<file path="config.mk">
export PLATFORM = sky130hd
export DESIGN_NAME = reqrsp_bank_tracker
export DESIGN_NICKNAME = d
export VERILOG_FILES = /design/src/rtl/reqrsp_bank_tracker_pkg.sv /design/src/rtl/reqrsp_bank_tracker_fifo.sv /design/src/rtl/reqrsp_bank_tracker.sv
export SDC_FILE = /design/constraint.sdc
export NUM_CORES = 1
export LEC_CHECK = 0
export ABC_AREA = 1
export BUFFER_PORTS_ARGS = -buffer_cell sky130_fd_sc_hd__buf_2
export CAP_MARGIN = 10
export CORE_MARGIN = 3
export CORE_UTILIZATION = 49
export CTS_CLUSTER_DIAMETER = 150
export DETAILED_ROUTE_END_ITERATION = 16
export PLACE_DENSITY = 0.85
export SLEW_MARGIN = 20
export SYNTH_ARGS = -nofsm -noshare
export SYNTH_HDL_FRONTEND = slang
export SYNTH_HIERARCHICAL = 1
export SYNTH_SLANG_ARGS = --single-unit
export TNS_END_PERCENT = 100
</file>
<file path="constraint.sdc">
create_clock -name clk_i -period 2.6 [get_ports clk_i]
set_input_delay 0.26 -clock clk_i [delete_from_list [all_inputs] [get_ports clk_i]]
set_output_delay 0.26 -clock clk_i [all_outputs]
set_load 0.005 [all_outputs]
</file>
<file path="src/rtl/reqrsp_bank_tracker_pkg.sv">
// Shared definitions for the per-bank response-routing stage of the request/response crossbar.
package reqrsp_bank_tracker_pkg;

  localparam int unsigned DefaultMaxOutstanding = 4;

  // A one-requester crossbar still needs a 1-bit index so the type stays legal.
  function automatic int unsigned idx_width(int unsigned num_inp);
    return (num_inp > 1) ? $clog2(num_inp) : 1;
  endfunction

endpackage

</file>
<file path="src/rtl/reqrsp_bank_tracker_fifo.sv">
// In-order tag store: a wrapping-pointer FIFO with an occupancy count; no fall-through.
module reqrsp_bank_tracker_fifo #(
  parameter int unsigned Width = 1,
  parameter int unsigned Depth = 4
) (
  input  logic                           clk_i,
  input  logic                           rst_ni,
  input  logic                           push_i,
  input  logic [Width-1:0]               data_i,
  input  logic                           pop_i,
  output logic [Width-1:0]               data_o,
  output logic                           full_o,
  output logic                           empty_o,
  output logic [$clog2(Depth+1)-1:0]     usage_o
);

  localparam int unsigned PtrW = (Depth > 1) ? $clog2(Depth) : 1;
  localparam int unsigned CntW = $clog2(Depth + 1);
  localparam logic [PtrW-1:0] LastPtr = PtrW'(Depth - 1);

  logic [Width-1:0] mem_q [Depth];
  logic [PtrW-1:0]  wr_ptr_q, wr_ptr_d, rd_ptr_q, rd_ptr_d;
  logic [CntW-1:0]  cnt_q, cnt_d;
  logic             do_push, do_pop;

  assign full_o  = (cnt_q == CntW'(Depth));
  assign empty_o = (cnt_q == '0);
  assign usage_o = cnt_q;
  assign data_o  = mem_q[rd_ptr_q];

  assign do_push = push_i && !full_o;
  assign do_pop  = pop_i && !empty_o;

  // Pointers wrap explicitly so non-power-of-two depths work.
  always_comb begin
    wr_ptr_d = wr_ptr_q;
    rd_ptr_d = rd_ptr_q;
    cnt_d    = cnt_q;
    if (do_push) wr_ptr_d = (wr_ptr_q == LastPtr) ? '0 : wr_ptr_q + 1'b1;
    if (do_pop)  rd_ptr_d = (rd_ptr_q == LastPtr) ? '0 : rd_ptr_q + 1'b1;
    unique case ({do_push, do_pop})
      2'b10:   cnt_d = cnt_q + 1'b1;
      2'b01:   cnt_d = cnt_q - 1'b1;
      default: cnt_d = cnt_q;
    endcase
  end

  always_ff @(posedge clk_i or negedge rst_ni) begin
    if (!rst_ni) begin
      wr_ptr_q <= '0;
      rd_ptr_q <= '0;
      cnt_q    <= '0;
    end else begin
      wr_ptr_q <= wr_ptr_d;
      rd_ptr_q <= rd_ptr_d;
      cnt_q    <= cnt_d;
    end
  end

  // Tag contents need no reset; the count decides what is valid.
  always_ff @(posedge clk_i) begin
    if (do_push) mem_q[wr_ptr_q] <= data_i;
  end

endmodule

</file>
<file path="src/rtl/reqrsp_bank_tracker.sv">
// Per-bank stage: forwards requests, remembers the issuing requester in order, and tags
// each bank response with it so the crossbar can route it back.
module reqrsp_bank_tracker
  import reqrsp_bank_tracker_pkg::*;
#(
  parameter int unsigned NumInp         = 32'd0,
  parameter int unsigned MaxOutstanding = DefaultMaxOutstanding,
  parameter type tcdm_req_chan_t        = logic,
  parameter type tcdm_rsp_chan_t        = logic,
  parameter type mst_sel_t              = logic [idx_width(NumInp)-1:0]
) (
  input  logic                                  clk_i,
  input  logic                                  rst_ni,
  input  tcdm_req_chan_t                        xbar_req_i,
  input  logic                                  xbar_req_valid_i,
  output logic                                  xbar_req_ready_o,
  input  mst_sel_t                              xbar_req_idx_i,
  output tcdm_rsp_chan_t                        xbar_rsp_o,
  output logic                                  xbar_rsp_valid_o,
  input  logic                                  xbar_rsp_ready_i,
  output mst_sel_t                              xbar_rsp_sel_o,
  output tcdm_req_chan_t                        bank_req_o,
  output logic                                  bank_req_valid_o,
  input  logic                                  bank_req_ready_i,
  input  tcdm_rsp_chan_t                        bank_rsp_i,
  input  logic                                  bank_rsp_valid_i,
  output logic                                  bank_rsp_ready_o,
  output logic [$clog2(MaxOutstanding+1)-1:0]   outstanding_o,
  output logic                                  idle_o,
  output logic                                  err_unexpected_o
);

  localparam int unsigned IdxW = $bits(mst_sel_t);

  logic     push, pop, full, empty;
  mst_sel_t head;

  // Full/empty come from the registered count only: no ready bypass, no tag fall-through.
  assign bank_req_o       = xbar_req_i;
  assign bank_req_valid_o = xbar_req_valid_i && !full;
  assign xbar_req_ready_o = bank_req_ready_i && !full;
  assign push             = bank_req_valid_o && bank_req_ready_i;
  assign pop              = xbar_rsp_valid_o && xbar_rsp_ready_i;

  always_comb begin
    xbar_rsp_o = bank_rsp_i;
    if (empty) begin
      // Nothing outstanding: swallow the stray beat and flag it.
      xbar_rsp_valid_o = 1'b0;
      xbar_rsp_sel_o   = '0;
      bank_rsp_ready_o = 1'b1;
      err_unexpected_o = bank_rsp_valid_i;
    end else begin
      xbar_rsp_valid_o = bank_rsp_valid_i;
      xbar_rsp_sel_o   = head;
      bank_rsp_ready_o = xbar_rsp_ready_i;
      err_unexpected_o = 1'b0;
    end
  end

  assign idle_o = (outstanding_o == '0);

  reqrsp_bank_tracker_fifo #(
    .Width (IdxW),
    .Depth (MaxOutstanding)
  ) u_tag_fifo (
    .clk_i   (clk_i),
    .rst_ni  (rst_ni),
    .push_i  (push),
    .data_i  (xbar_req_idx_i),
    .pop_i   (pop),
    .data_o  (head),
    .full_o  (full),
    .empty_o (empty),
    .usage_o (outstanding_o)
  );

endmodule

</file>
==> results of run 1 <==
-- per-layer routing --
metal	vias up	part of all wire
li1	312	-
met1	260	0.41
met2	20	0.52
met3	2	0.055
met4	0	0.013
met5	-	0
-- logic make-up (layout without fill, tap and decap cells) --
| logic type | count (synthesis) | after routing |
|---|---|---|
| buffers and inverters | 29 | 48 |
| xor gates and xnor gates | 1 | 1 |
| DFF | 11 | 11 |
| and+or+nand+nor | 43 | 43 |
| adders and majority gates | 7 | 7 |
| AOI/OAI and AO/OA | 3 | 3 |
-- power breakdown --
part	internal (mW)	switching, mW
registers	0.241	0.0723
clock network	0.0593	0.0527
logic	0.182	0.251
total	0.482	0.376
-- critical path: stages, from the launching register on --
cell	delay (ns)
dfrtp_1	0.44
inv_2	0.12
nand3_2	0.13
inv_1	0.10
inv_1	0.04
nand2_1	0.07
nor2_1	0.08
nand2_4	0.11
ha_1	0.18
inv_1	0.07
fa_1	0.38
nand2_1	0.12
nand3_1	0.09
nand2_1	0.06
nand2_1	0.05
-- registers in the layout (all words and copies together) (netlist names) --
| signal | flops |
|---|---|
| u_tag_fifo/mem_q | 4 |
| u_tag_fifo/usage_o | 3 |
| u_tag_fifo/rd_ptr_q | 2 |
| u_tag_fifo/wr_ptr_q | 2 |
-- placed cells by master, fill, tap and decap left out --
master         synthesis  layout
nand2_4                1       1
nand2_1               21      21
nand4_1                1       1
clkbuf_1               0       1
nand3_2                2       2
clkbuf_4               0       3
inv_1                 23      23
inv_2                  4       4
ha_1                   6       6
or2_1                  1       1
xnor2_1                1       1
buf_2                  0      16
o21ai_0                1       1
fa_1                   1       1
nor2_2                 1       1
nor2_1                10      10
edfxtp_1               4       4
nand2_2                1       1
nand3_1                5       5
dfrtp_1                7       7
o211ai_1               1       1
dlygate4sd3_1          0       1
a21oi_1                1       1
-- area by class of cell --
class / instances / area [µm²] / area share
clock buffers: 4 / 26.3 / 0.0309
inverters: 27 / 101 / 0.119
multi-input cells: 54 / 319 / 0.375
flip-flops and latches: 11 / 295 / 0.347
well taps: 15 / 18.8 / 0.0221
repair buffers: 17 / 90.1 / 0.106
-- worst paths after layout --
path                                                     from                                 end  slack, ns  depth (start not counted)
max                         u_tag_fifo/usage_o[0]$_DFFE_PN0P_   u_tag_fifo/usage_o[2]$_DFFE_PN0P_       0.46                         14
min                                            xbar_req_idx_i       u_tag_fifo/mem_q[2]$_DFFE_PP_       0.21                          1
max reg2reg                 u_tag_fifo/usage_o[0]$_DFFE_PN0P_   u_tag_fifo/usage_o[2]$_DFFE_PN0P_       0.46                         14
min reg2reg                u_tag_fifo/rd_ptr_q[1]$_DFFE_PN0P_  u_tag_fifo/rd_ptr_q[1]$_DFFE_PN0P_       0.54                          2
max in group asynchronous                              rst_ni  u_tag_fifo/wr_ptr_q[1]$_DFFE_PN0P_       2.06                          2
min in group asynchronous                              rst_ni   u_tag_fifo/usage_o[0]$_DFFE_PN0P_       0.38                          2
-- repair_timing --
| action | in CTS | in global routing |
|---|---|---|
| resized for setup | 0 | 0 |
| hold endpoints to repair | 7 | 0 |
| hold buffers | 1 | 0 |
| buffers inserted | 0 | 0 |
==> key figures, run 1 <==
Global route
  – Met3 GRT Util: 0.0122
  – Grt met1 use: 0.161
  – Largest net degree at the start of global routing: 8
  – Vias in the first global route: 567
  – Initial antenna violation count: 0
  – Grt ovf: 0
  – Tot GR Track Use: 0.146
  – Busiest layer in global routing: met2
  – GR Util met2: 0.264
  – Global-route wire length before repair: 2120 µm

Final layout
  – Final net count: 130
  – Final Non-Filler Cells: 128
  – Final core area utilization: 0.630
  – Fillers: 113
  – Cell area after layout: 851 µm²
  – Fraction of layout cells with a size suffix above 1: 0.248
  – Syn-to-layout area delta: 16.4%
  – # diodes: 0

STA
  – Setup_tns: 0 ns
  – Slew @ Worst Pin: 0.291 ns
  – Final Hold Fails: 0
  – Setup Viol. Count Final: 0
  – Clock Skew: 0.00478 ns
  – Unrepaired setup endpoints after global routing: no
  – Fmax achieved: 468 MHz
  – Minimum clock period: 2.14 ns
  – Final setup margin: 0.464 ns
  – Max_slew headroom: 0.806
  – Slew Viols, Final: 0
  – Tcrit/Tclk final: 0.822
  – WHS: 0.211 ns

Min path
  – Hold WC Path Type: input port to flip-flop

Synthesis
  – Async S/R FF share, synth: 0.636
  – Post-Synth Adder-Cell Area: 0.130
  – Cell area after synthesis: 731 µm²
  – Largest family of logic cells by synthesized area: simple AND/OR/NAND/NOR gates
  – Synth Area in Compound Gates: 0.0240
  – Syn avg cell area: 7.77 µm²
  – Yosys reg bits: 11
  – Most numerous cell in the Yosys netlist: inv_1
  – Cell variety after synth: 20
  – Top cell type's share of synthesized area: 0.240
  – Synth top cells by count: 23 x inv_1, 21 x nand2_1, 10 x nor2_1
  – Largest area contributor in the netlist: dfrtp_1
  – Yosys warns: 6
  – Top cells by area, synth: dfrtp_1 24%, edfxtp_1 16%, inv_1 12%
  – Ys flop type: dfrtp_1
  – Syn Inst Count: 94
  – XOR/XNOR Fraction of Synth Area: 0.0120
  – Number of enable flip-flop cells after synthesis: 4
  – Mux cell area share after synthesis: 0
  – Synth Area in Simple Gates: 0.271
  – Synthesized net count: 110
  – Seq/Total Area, Yosys: 0.404

Detailed routing
  – Post-route ant nets: 0
  – DRC Markers: 0
  – Mean routed wirelength per cell: 9.64 µm
  – Detailed-route via count: 594
  – Vias per std cell: 4.64
  – Final WL: 1230 µm
  – First drt pass iteration count: 4
  – Initial DRC count: 16

Worst setup path
  – Worst EP required: 2.75 ns
  – Crit path launch type: flip-flop
  – Worst Path Arrival: 2.29 ns
  – Worst setup EP type: flip-flop
  – Worst-path fanout max: 7
  – WS Path Type: flip-flop to flip-flop

Placement
  – I/O Buffers: 16
  – Inst Count DP: 123
  – Setup WS pre-CTS: 0.489 ns
  – Post-DP Area: 815 µm²
  – GPL Wtd Cong: 0.752
  – Final HPWL DP: 1010 µm

Clock network
  – Root buf cell: clkbuf_4
  – Clock Tree Buf Depth: 2
  – Number of buffers created by CTS: 3
  – Clk_lat worst skew: 0.26 ns
  – Clock-pin slew on the worst setup and hold paths: 0.07 ns
  – Clk sinks: 11
  – CTS tree: built
  – # H-tree levels: 1

Pwr
  – Peak supply drop: 667 µV
  – PwrDens: 1010 mW/mm²
  – Final Power: 0.858 mW
  – Leak: 0.507 nW

Die
  – DIE HEIGHT: 44.6 µm
  – Die ar.: 0.00199 mm²
  – Core Region: 0.00135 mm²
  – # rows: 13
  – DIE WIDTH: 44.6 µm
  – Starting Density: 0.541
  – Boundary Pins: 21

Job
  – Max Cap Violations: 0

Run status
  – Outcome: finished clean
(Power assumes the default switching activity.)
==> run 2: changes to the inputs <==
--- a/config.mk
+++ b/config.mk
@@ -9,10 +9,10 @@
 export BUFFER_PORTS_ARGS = -buffer_cell sky130_fd_sc_hd__buf_2
 export CAP_MARGIN = 10
 export CORE_MARGIN = 3
-export CORE_UTILIZATION = 49
+export CORE_UTILIZATION = 44
 export CTS_CLUSTER_DIAMETER = 150
 export DETAILED_ROUTE_END_ITERATION = 16
-export PLACE_DENSITY = 0.85
+export PLACE_DENSITY = 0.81
 export SLEW_MARGIN = 20
 export SYNTH_ARGS = -nofsm -noshare
 export SYNTH_HDL_FRONTEND = slang
==> constraint.sdc (replaced) <==
create_clock -name clk_i -period 1.8 [get_ports clk_i]
set_input_delay 0.18 -clock clk_i [delete_from_list [all_inputs] [get_ports clk_i]]
set_output_delay 0.18 -clock clk_i [all_outputs]
set_load 0.005 [all_outputs]
==> key figures, run 2 (same netlist as run 1, synthesis figures left out) <==
Worst setup path
  – Max stage delay on crit path: 0.37 ns (-0.07 ns)
  – Flop2flop setup slack: -0.07 ns (-0.53 ns)
  – Worst R2R Start: u_tag_fifo/usage_o[0]$_DFFE_PN0P_
  – Worst EP required: 1.96 ns (-0.79 ns)
  – Ordered cell list for the critical path: inv_2, nand3_2, inv_2, inv_2, nand2_2, nor2_2, nand2_1, inv_1, ha_2, inv_2, fa_2, nand2_2, nand3_2, nand2_1, nand2_1
  – Worst-path fanout max: 3 (-4)
  – WS Path Type: flip-flop to flip-flop
  – WP buf/inv: 5 (+1)
  – CP Capture Point: u_tag_fifo/usage_o[2]$_DFFE_PN0P_
  – Crit path launch type: flip-flop
  – Reg2reg path depth: 15 (+1)
  – R2R Path End: u_tag_fifo/usage_o[2]$_DFFE_PN0P_
  – Most frequent CP cell: inv_2
  – Number of cells on the critical path: 15 (+1)
  – Worst Setup SP: u_tag_fifo/usage_o[0]$_DFFE_PN0P_
  – CP max stage cell: dfrtp_1
  – Delay-heaviest family, CP: simple AND/OR/NAND/NOR gates
  – Worst Path Arrival: 2.03 ns (-0.26 ns)
  – Worst setup EP type: flip-flop

Detailed routing
  – DRC Markers: 0 (unchanged)
  – First drt pass iteration count: 4 (unchanged)
  – Mean routed wirelength per cell: 9.95 µm (+3.2%)
  – Vias per std cell: 4.62 (-0.44%)
  – Initial DRC count: 11 (-5)
  – Final WL: 1490 µm (+21%)
  – Detailed-route via count: 693 (+17%)
  – Post-route ant nets: 0 (unchanged)

Clock network
  – CTS tree: built
  – Root buf cell: clkbuf_4
  – Clk_lat worst skew: 0.26 ns (about the same)
  – Clk sinks: 11 (unchanged)
  – Clock-pin slew on the worst setup and hold paths: 0.07 ns (about the same)
  – # H-tree levels: 1 (unchanged)
  – Number of buffers created by CTS: 3 (unchanged)
  – Clock Tree Buf Depth: 2 (unchanged)

STA
  – Final Hold Fails: 0 (unchanged)
  – Max_slew headroom: 0.865 (+0.0599)
  – Setup Viol. Count Final: 2 (+2)
  – Unrepaired setup endpoints after global routing: yes
  – Tcrit/Tclk final: 1.04 (+0.218)
  – Slew @ Worst Pin: 0.202 ns (-0.0888 ns)
  – Clock Skew: 0.00501 ns (+0.000234 ns)
  – Slew Viols, Final: 0 (unchanged)
  – Setup_tns: -0.102 ns (-0.102 ns)
  – Final setup margin: -0.0704 ns (-0.534 ns)
  – Fmax achieved: 535 MHz (+14%)
  – Minimum clock period: 1.87 ns (-0.266 ns)

Global route
  – Tot GR Track Use: 0.141 (-0.00502)
  – Vias in the first global route: 594 (+4.8%)
  – Global-route wire length before repair: 2260 µm (+6.5%)
  – Largest net degree at the start of global routing: 8 (unchanged)
  – Grt ovf: 0 (unchanged)
  – Initial antenna violation count: 0 (unchanged)

Die
  – # rows: 14 (+1)
  – Core Region: 0.00154 mm² (+14%)
  – Die ar.: 0.00219 mm² (+9.8%)
  – Boundary Pins: 21 (unchanged)
  – Starting Density: 0.474 (-0.0672)
  – DIE WIDTH: 46.8 µm (+4.8%)
  – DIE HEIGHT: 46.8 µm (+4.8%)

Placement
  – I/O Buffers: 16 (unchanged)
  – GPL Wtd Cong: 0.772 (+2.7%)
  – Final HPWL DP: 1060 µm (+5.8%)

Final layout
  – Max FFs per register: 4 (unchanged)
  – Fraction of layout cells with a size suffix above 1: 0.433 (+0.185)
  – Syn-to-layout area delta: 41.8%
  – # diodes: 0 (unchanged)
  – Commonest cells after routing, fill and taps aside: 21 x inv_1, 21 x buf_4, 19 x nand2_1
  – Reg with most FFs: u_tag_fifo/mem_q
  – Final net count: 151 (+16%)

Min path
  – Hold WC Path Type: input port to flip-flop

Job
  – Max Cap Violations: 0 (unchanged)

Run status
  – Failing checks: negative setup slack
  – Outcome: complete, but fails checks

Pwr
  – PwrDens: 1520 mW/mm² (+51%)
  – Peak supply drop: 742 µV (+11%)
  – Final Power: 1.58 mW (+84%)
  – Leak: 0.603 nW (+19%)
## run 2: cell types whose count changed in the layout (fill, tap and decap cells not counted), moves of 2 or more
cell,delta
buf_4,+21
inv_1,-2
inv_2,+2
nand2_1,-2
nand2_2,+2
## run 2: what timing repair did
action	CTS	global route
pin swaps	2	0
setup buffers	4	5
hold buffers	1	0
hold endpoints to repair	7	0
resized for setup	2	1
endpoints found under the setup margin	2	2
cloned	0	0
## run 2: worst min path at each step
stage	startpoint	endpoint	depth (start not counted)
global placement	rst_ni	u_tag_fifo/usage_o[0]$_DFFE_PN0P_	1
CTS	xbar_req_idx_i	u_tag_fifo/mem_q[2]$_DFFE_PP_	1
floorplan	rst_ni	u_tag_fifo/rd_ptr_q[0]$_DFFE_PN0P_	0
detailed placement	rst_ni	u_tag_fifo/usage_o[0]$_DFFE_PN0P_	1
finish	xbar_req_idx_i	u_tag_fifo/mem_q[2]$_DFFE_PP_	1
global route	xbar_req_idx_i	u_tag_fifo/mem_q[2]$_DFFE_PP_	1
## run 2: per-stage QoR
step / util / instance area [µm²] / hold slack (ns) / setup slack (ns) / std cells
5_1_grt: 0.672 / 1040 / 0.127 / -0.171 / 150
3_5_place_dp: 0.598 / 922 / 0.0255 / -0.0495 / 136
6_report: 0.672 / 1040 / 0.136 / -0.0704 / 150
3_3_place_gp: 0.598 / 922 / 0.0215 / -0.0187 / 136
2_1_floorplan: - / 747 / -0.116 / -0.0826 / 94
4_1_cts: 0.646 / 996 / 0.133 / -0.0277 / 145
## run 2: layout make-up
cell class              count  area (µm²)
flip-flops and latches     11         297
repair buffers             38         248
inverters                  27         101
fillers                   123         505
multi-input cells          54         344
well taps                  16        20.0
clock buffers               4        26.3
## run 2: report_power, final
part,total [mW],leakage (nW),internal [mW],switching [mW]
clock,0.163,0.0150,0.0854,0.0777
combinational,0.969,0.467,0.498,0.472
sequential,0.443,0.121,0.351,0.0918
## run 2: routing by layer
layer  global-route usage  vias to the layer above  routed length, µm
met5                    0                        -                  0
met4               0.0331                        0                  0
met3               0.0153                        0                 70
met2                0.261                       18                774
met1                0.174                      320                648
li1                     -                      355                  -
## run 2: worst register-to-register path: cells and delay by family, from the launching register on
family / cells / cell delay [ns]
adders and majority gates: 2 / 0.53
buffers and inverters: 5 / 0.28
and+or+nand+nor: 8 / 0.59
DFF: 1 / 0.37
